[src/rtl/mem_ctrl_pkg.sv]
// Shared definitions for the data-memory access controller: FSM states,
// operation encoding and default memory geometry.
package mem_ctrl_pkg;

    typedef enum logic [1:0] {
        IDLE   = 2'd0,
        ACCESS = 2'd1,
        ERR    = 2'd2,
        DONE   = 2'd3
    } state_t;

    typedef enum logic {
        OP_RD = 1'b0,
        OP_WR = 1'b1
    } op_t;

    localparam int DMEM_BASE_ADDR = 1024;
    localparam int DMEM_SIZE      = 64;

    // The counter runs WAIT_CYCLES-1 down to 0, one ACCESS cycle per value.
    function automatic logic [3:0] wait_load(input int wait_cycles);
        return 4'(wait_cycles - 1);
    endfunction

endpackage

[src/rtl/dmem_addr_check.sv]
// Translates a byte address into a data-memory word index and flags
// addresses that are below the base, misaligned or past the last word.
module dmem_addr_check
    import mem_ctrl_pkg::*;
#(
    parameter int LEN       = 32,
    parameter int MEM_SIZE  = DMEM_SIZE,
    parameter int BASE_ADDR = DMEM_BASE_ADDR
) (
    input  logic [LEN-1:0] Add,
    output logic [LEN-1:0] word,
    output logic           valid
);

    localparam logic [LEN-1:0] BASE = LEN'(BASE_ADDR);
    localparam logic [LEN-1:0] SIZE = LEN'(MEM_SIZE);

    logic [LEN-1:0] offset;

    // NOTE: every output gets a value on every path through always_comb, so no latch is inferred.
    always_comb begin
        offset = Add - BASE;
        word   = offset >> 2;
        valid  = (Add >= BASE) && (Add[1:0] == 2'b00) && (word < SIZE);
    end

endmodule

[src/rtl/data_mem_ctrl.sv]
// Multi-cycle controller between the MEM stage and a single-port data memory;
// holds strobes for WAIT_CYCLES and stalls the pipeline through `ready`.
module data_mem_ctrl
    import mem_ctrl_pkg::*;
#(
    parameter int LEN         = 32,
    parameter int MEM_SIZE    = DMEM_SIZE,
    parameter int BASE_ADDR   = DMEM_BASE_ADDR,
    parameter int WAIT_CYCLES = 4
) (
    input  logic           clk,
    input  logic           rst_n,
    input  logic           MEM_read,
    input  logic           MEM_write,
    input  logic [LEN-1:0] Add,
    input  logic [LEN-1:0] input_data,
    output logic [LEN-1:0] out_data,
    output logic           ready,
    output logic           addr_error,
    output logic [LEN-1:0] mem_addr,
    output logic [LEN-1:0] mem_wdata,
    output logic           mem_we,
    output logic           mem_re,
    input  logic [LEN-1:0] mem_rdata
);

    if (WAIT_CYCLES < 1 || WAIT_CYCLES > 15) begin : g_bad_wait
        $error("WAIT_CYCLES must be in 1..15");
    end

    localparam logic [3:0] COUNT_LOAD = wait_load(WAIT_CYCLES);

    state_t         state;
    op_t            op;
    logic [3:0]     count;
    logic           req;
    logic [LEN-1:0] word;
    logic           addr_ok;

    assign req = MEM_read | MEM_write;

    dmem_addr_check #(
        .LEN      (LEN),
        .MEM_SIZE (MEM_SIZE),
        .BASE_ADDR(BASE_ADDR)
    ) u_addr_check (
        .Add  (Add),
        .word (word),
        .valid(addr_ok)
    );

    // Low in the request cycle itself so the stall begins without a bubble.
    assign ready = ((state == IDLE) && !req) || (state == DONE);

    // NOTE: sequential state uses <= so every register sees pre-edge values of the others.
    always_ff @(posedge clk or negedge rst_n) begin
        if (!rst_n) begin
            state      <= IDLE;
            op         <= OP_RD;
            count      <= '0;
            out_data   <= '0;
            addr_error <= 1'b0;
            mem_addr   <= '0;
            mem_wdata  <= '0;
            mem_we     <= 1'b0;
            mem_re     <= 1'b0;
        end else begin
            case (state)
                IDLE: begin
                    addr_error <= 1'b0;
                    if (req) begin
                        if (addr_ok) begin
                            // A simultaneous read+write is treated as a write.
                            op        <= MEM_write ? OP_WR : OP_RD;
                            mem_addr  <= word;
                            mem_wdata <= input_data;
                            count     <= COUNT_LOAD;
                            mem_re    <= !MEM_write;
                            mem_we    <= MEM_write && (WAIT_CYCLES == 1);
                            state     <= ACCESS;
                        end else begin
                            state <= ERR;
                        end
                    end
                end
                ACCESS: begin
                    if (count == 4'd0) begin
                        mem_re <= 1'b0;
                        mem_we <= 1'b0;
                        if (op == OP_RD) begin
                            out_data <= mem_rdata;
                        end
                        state <= DONE;
                    end else begin
                        count  <= count - 4'd1;
                        // Raise the write strobe only for the final cycle: one write edge.
                        mem_we <= (op == OP_WR) && (count == 4'd1);
                    end
                end
                ERR: begin
                    out_data   <= '0;
                    addr_error <= 1'b1;
                    state      <= DONE;
                end
                DONE: begin
                    addr_error <= 1'b0;
                    state      <= IDLE;
                end
                default: state <= IDLE;
            endcase
        end
    end

endmodule

[config.mk]
export PLATFORM = sky130hd
export DESIGN_NAME = data_mem_ctrl
export DESIGN_NICKNAME = d
export VERILOG_FILES = /design/src/rtl/mem_ctrl_pkg.sv /design/src/rtl/dmem_addr_check.sv /design/src/rtl/data_mem_ctrl.sv
export SDC_FILE = /design/constraint.sdc
export NUM_CORES = 1
export LEC_CHECK = 0
export CORE_ASPECT_RATIO = 0.5
export CORE_MARGIN = 2
export CORE_UTILIZATION = 35
export DETAILED_ROUTE_END_ITERATION = 10
export MAX_ROUTING_LAYER = met4
export PLACE_DENSITY = 0.72
export REMOVE_ABC_BUFFERS = 1
export SLEW_MARGIN = 20
export SYNTH_ARGS = -nofsm -noshare
export SYNTH_HDL_FRONTEND = slang
export SYNTH_SLANG_ARGS = --single-unit
[constraint.sdc]
create_clock -name clk -period 2.3 [get_ports clk]
set_input_delay 0.23 -clock clk [delete_from_list [all_inputs] [get_ports clk]]
set_output_delay 0.23 -clock clk [all_outputs]
set_load 0.02 [all_outputs]
== After elaboration in Yosys (flattened, before gate mapping) ==
Cells that the tools add are included.

* $add $sub $neg: 2
* Order comparisons: 2
* Eq/ne operators: 9
* Mux-type cells: 21
* Bitwise logic cells: 1
* Reduce and logical (&&, ||, !) cells: 20

{| class="wikitable"
|+ Operator list
! cell !! number
|-
| two-way mux 32 bit || 2
|-
| one-hot mux 32 bit (2 select lines) || 1
|-
| >= comparator 32 x 11 -> 1 bit, second input constant || 1
|-
| subtractor 32 x 11 -> 32 bit, second input constant || 1
|-
| < comparator 30 x 7 -> 1 bit, second input constant || 1
|-
| two-way mux 4 bit || 3
|-
| != test 2 bit, second input constant || 5
|-
| AND reduction 3 bit || 3
|-
| one-hot mux 2 bit (4 select lines) || 1
|-
| one-hot mux 4 bit (2 select lines) || 1
|-
| AND reduction 4 bit || 2
|-
| two-way mux 1 bit || 7
|-
| two-way mux 2 bit || 3
|-
| one-hot mux 1 bit (2 select lines) || 3
|-
| nonzero test 2 bit || 3
|-
| equality test 2 bit, second input constant || 2
|-
| equality test 4 x 1 -> 1 bit, second input constant || 1
|-
| logical AND 1 bit || 4
|-
| zero test 2 bit || 2
|-
| zero test 4 bit || 1
|-
| subtractor 4 x 1 -> 4 bit, second input constant || 1
|-
| equality test 2 x 1 -> 1 bit, second input constant || 1
|-
| zero test 1 bit || 2
|-
| AND reduction 2 bit || 1
|-
| other kinds (3) || 3
|}

* Flip-flop bits (word level): 104
* Input bits: 100
* Output and inout bits: 100
* Logic and storage cells: 64

== Longest topological paths before layout ==
* Depth in word-level cells: 6
* Gate-level depth with buffers: 10
* Gate-level depth less buffers: 9

== Modules after synthesis ==
Synthesis repeated with hierarchy kept, for this count alone.

* Cells, all modules: 374
* Area total of the unflattened synthesis: 4948.5 µm²

{| class="wikitable"
|+ Modules (own cells, without submodules)
! module !! instances !! cells each !! area each (µm²) !! seq. area each (µm²)
|-
| data_mem_ctrl || 1 || 274 || 4244.1 || 2652.5
|-
| dmem_addr_check || 1 || 100 || 704.4 || 0.0
|}

== Least setup slack after synthesis ==
OpenSTA, ideal clock, no wires.

* Kind: input -> register
* Start: in Add[10]
* End: reg mem_addr[2]
* Library setup time: 0.127 ns
* Arrival time: 2.505 ns
* Required time: 2.173 ns
* Setup slack: -0.332 ns
* Stages: 10
* Path buffers: 1
* Path through: inv_1 > ha_1 > o21bai_1 > a211oi_1 > a311oi_1 > nor4b_1 > nand4_1 > nor3b_4 > buf_6 > mux2_1

* Cells in the longest elaborated chain, start to end: 4
* Elaborated cells between the ends (all ways): 6
* Those cells by class: add/sub: 1; order compare: 2; reduce/logical: 3

{| class="wikitable"
|+ Ends and longest elaborated chain
! what !! RTL line !! text
|-
| from (decl) || data_mem_ctrl.sv:15 || <nowiki>input logic [LEN-1:0] Add,</nowiki>
|-
| subtractor 32 x 11 -> 32 bit / >= comparator 32 x 11 -> 1 bit (equally long branches) || dmem_addr_check.sv:22, dmem_addr_check.sv:24 ||
|-
| < comparator 30 x 7 -> 1 bit / logical AND 1 bit (equally long branches) || dmem_addr_check.sv:24 || <nowiki>valid = (Add >= BASE) && (Add[1:0] == 2'b00) && (word < SIZE);</nowiki>
|-
| logical AND 1 bit (*) || dmem_addr_check.sv:24 ||
|-
| AND reduction 3 bit (no source line) (*) || - ||
|-
| to (signal assigned) || data_mem_ctrl.sv:75 || <nowiki>mem_addr <= word;</nowiki>
|-
| to (decl) || data_mem_ctrl.sv:20 || <nowiki>output logic [LEN-1:0] mem_addr,</nowiki>
|}

Mark *: on every way between the ends. The rest lies on a longest branch, timed or not.
A chain may end at the register's enable or synchronous reset.

== Final worst setup path ==
* Start: in Add[25]
* End: reg mem_wdata[8]

* Cells in the longest elaborated chain, start to end: 4
* Elaborated cells between the ends (all ways): 6
* Those cells by class: add/sub: 1; order compare: 2; reduce/logical: 3

{| class="wikitable"
|+ Ends and longest elaborated chain
! what !! RTL line !! text
|-
| subtractor 32 x 11 -> 32 bit / >= comparator 32 x 11 -> 1 bit (equally long branches) || dmem_addr_check.sv:22, dmem_addr_check.sv:24 ||
|-
| < comparator 30 x 7 -> 1 bit / logical AND 1 bit (equally long branches) || dmem_addr_check.sv:24 ||
|-
| logical AND 1 bit (*) || dmem_addr_check.sv:24 ||
|-
| AND reduction 3 bit (no source line) (*) || - ||
|-
| to (signal assigned) || data_mem_ctrl.sv:76 || <nowiki>mem_wdata <= input_data;</nowiki>
|-
| to (decl) || data_mem_ctrl.sv:21 || <nowiki>output logic [LEN-1:0] mem_wdata,</nowiki>
|}

Marked as above.

==> flow_summary_export.csv <==
group,metric,value,unit
critical_path,crit_fanout,7,
timing,finalCriticalPeriod,2.32,ns
clock_tree,clock-sinks,104,
timing,fin_ws,-0.0224,ns
timing,maxSlewViolCount,0,
synth,ys_seq_elements,104,
timing,setup_viol,7,
timing,rsz0062_at_grt,"true",
grt,first_global_vias,3713,
route,drt_wl_total,13.2,mm
grt,grt_max_degree,45,
clock_tree,clk_path_buf_depth,2,
placement,place_congestion,0.810,
floorplan,placementRows,28,
critical_path,path_class,"in -> reg",
flow_run,max_cap_violations,0,
timing,hold_viol,0,
timing,fin_skew,0.00788,ns
floorplan,die-area,13300,µm²
placement,io_buffers,197,
finish,fill_cells,876,
synth,ys_warn_count,0,
power,clockPowerShare,0.316,
power,seqPwrFrac,0.438,
outcome,status,"finished, violations left",
power,power_density,582,nW/µm²
placement,place.detailed.hpwl,8.28,mm
critical_path,cp-start-kind,"input pin",
synth,yosys.area.top_type,"dfrtp_1",
synth,synth_area,4330,µm²
timing,whs,0.260,ns
floorplan,die_w,161,µm
grt,grt_pass1_wl,19.9,mm
synth,syn_avg_cell_area,13.2,µm²
hold_path,min_path_type,"in -> reg",
timing,fmaxAchievable,0.431,GHz
clock_tree,cts_tree,"yes",
power,p_leak,3.56,nW
grt,overflow,0,
clock_tree,cts_max_level,3,
finish,fin_area,7690,µm²
finish,ff_latch_area,2600,µm²
finish,area_delta_synth_final,77.4,%
floorplan,io_pins,200,
route,vias_per_cell,4.84,
synth,netlist_instances,328,
critical_path,cp.required,2.52,ns
grt,grt_antenna_before_repair,0,
critical_path,cp_slowest_stage_delay,0.57,ns
synth,ys_types,46,
power,p_comb_frac,0.247,
floorplan,core,11900,µm²
route,wire_per_inst,17.3,µm
route,drtAntennaViolNets,0,
synth,synthFlopType,"dfrtp_1",
power,p_int,0.00318,W
critical_path,critical-path-slowest-cell,"or4_4",
synth,synth_top_area_share,0.600,
synth,synthArstFlopShare,1.00,
synth,synth_edf_count,0,
route,drc_errors,0,
critical_path,endpoint_kind,"flop",
finish,layout-drive-gt1-share,0.265,
clock_tree,numCtsBuffers,9,
grt,grt_usage,0.202,
critical_path,reg2reg_from,"state[1]",
synth,yosysMostFrequentCell,"dfrtp_1",
synth,ys_seq_area_frac,0.600,
timing,min_period_over_period,1.01,
power,vdd_drop_max,0.409,mV
synth,ys_top_cells_by_area,"dfrtp_1, mux2_1, a22o_1",
synth,ys_top_cells_by_count,"dfrtp_1, mux2_1, a22o_1",
placement,postPlaceCellArea,6750,µm²
power,p_sw,0.00130,W
critical_path,crit_start,"Add[25]",
route,vias,3686,
critical_path,crit_arrival,2.55,ns
hold_path,min_from,"Add[11]",
route,drt_iter0_drc,150,
outcome,violations,"setup timing",
finish,multi_input_area,1920,µm²
floorplan,dieHeight,82.7,µm
finish,nets,703,
route,firstDrtPassIters,4,
clock_tree,path_clk_slew,0.06,ns
clock_tree,clk_latency,0.35,ns
critical_path,crit_chain,"dlygate4sd2_1, or4_4, nor3_4, buf_4, nand4_1, o311ai_4, nor3b_4, buf_6, buf_8, buf_16, mux2_4",
floorplan,start_util,0.363,
finish,num_antenna_cells,0,
clock_tree,clockRootBuffer,"clkbuf_16",
power,p_sw_frac,0.290,
[routing by layer]
metal | GRT usage | vias up | part of all wire
li1 | - | 1709 | -
met1 | 0.237 | 1851 | 0.41
met2 | 0.353 | 95 | 0.53
met3 | 0.0385 | 31 | 0.034
met4 | 0.0821 | 0 | 0.030
met5 | - | - | 0
[cell type report]
cell class / instances / area share
Clock inverter: 6 / 0.00570
Tap cell: 165 / 0.0269
Inverter: 12 / 0.00683
Sequential cell: 104 / 0.338
Timing Repair Buffer: 268 / 0.344
Multi-Input combinational cell: 198 / 0.249
Clock buffer: 9 / 0.0293
[registers in the layout (all words and copies together), names as in the netlist]
name and count:
mem_re 1, mem_addr 30, count 4, addr_error 1
mem_we 1, out_data 32, state 2, mem_wdata 32
op 1
[placed cells by master (no fill, tap or decap), types with 6 or more instances in the layout]
cell type	count
mux2_1	12
nor2b_1	22
dfrtp_1	104
o21ai_0	10
clkbuf_16	9
inv_1	8
nand2_1	13
ha_1	8
mux2_4	27
a22o_1	32
dlygate4sd2_1	9
buf_6	6
clkbuf_2	6
clkdlybuf4s50_1	177
buf_4	57
[worst max-delay path: cells and delay by family]
kind | cells | cell delay [ns]
AO/OA/AOI/OAI | 1 | 0.10
buffers and inverters | 5 | 0.79
AND/OR/NAND/NOR | 4 | 1.11
multiplexers | 1 | 0.31
[final timing paths]
| check | to | slack (ns) | depth (start not counted) |
|---|---|---|---|
| max | mem_wdata[8] | -0.02 | 11 |
| min | mem_addr[9] | 0.26 | 4 |
| max reg2reg | mem_wdata[8] | 0.01 | 10 |
| min reg2reg | mem_wdata[10] | 0.49 | 1 |
| max in group asynchronous | mem_wdata[26] | 1.17 | 3 |
| min in group asynchronous | mem_addr[9] | 0.42 | 2 |
[what timing repair did]
action	in CTS	in global routing
hold endpoints to repair	35	0
gates resized for setup	93	33
endpoints found under the setup margin	71	66
buffers inserted	23	3
hold buffers	1	0
cloned	5	0
pin swaps	23	18
[metrics by stage]
step / instances / utilization / setup slack, ns / total power (W) / setup TNS [ns]
floorplan: 314 / - / -1.42 / 0.00241 / -120.24
global placement: 715 / 0.565 / -0.796 / 0.00294 / -48.21
detailed placement: 715 / 0.565 / -0.917 / 0.00296 / -56.41
CTS: 759 / 0.637 / -0.0463 / 0.00446 / -0.732
global route: 762 / 0.644 / -0.100 / 0.00470 / -2.50
finish: 762 / 0.644 / -0.0224 / 0.00448 / -0.0625
[power by group through the flow]
stage	Combinational (W)	Clock (W)	Sequential (W)
final	0.00110	0.00141	0.00196
after global routing	0.00120	0.00153	0.00197
after CTS	0.00105	0.00145	0.00196
after detailed placement	0.000967	0	0.00199
after global placement	0.000948	0	0.00199
after floorplan	0.000399	0	0.00201
[logic make-up after synthesis]
family | count (synthesis) | synth area share
other cells | 1 | 0.000865
flops | 104 | 0.600
simple gates | 79 | 0.108
buf+inv | 27 | 0.0326
xor+xnor | 2 | 0.00404
fa+ha+maj | 10 | 0.0289
compound gates | 61 | 0.111
mux | 44 | 0.114
No activity file was read; power rests on OpenSTA's default activity.
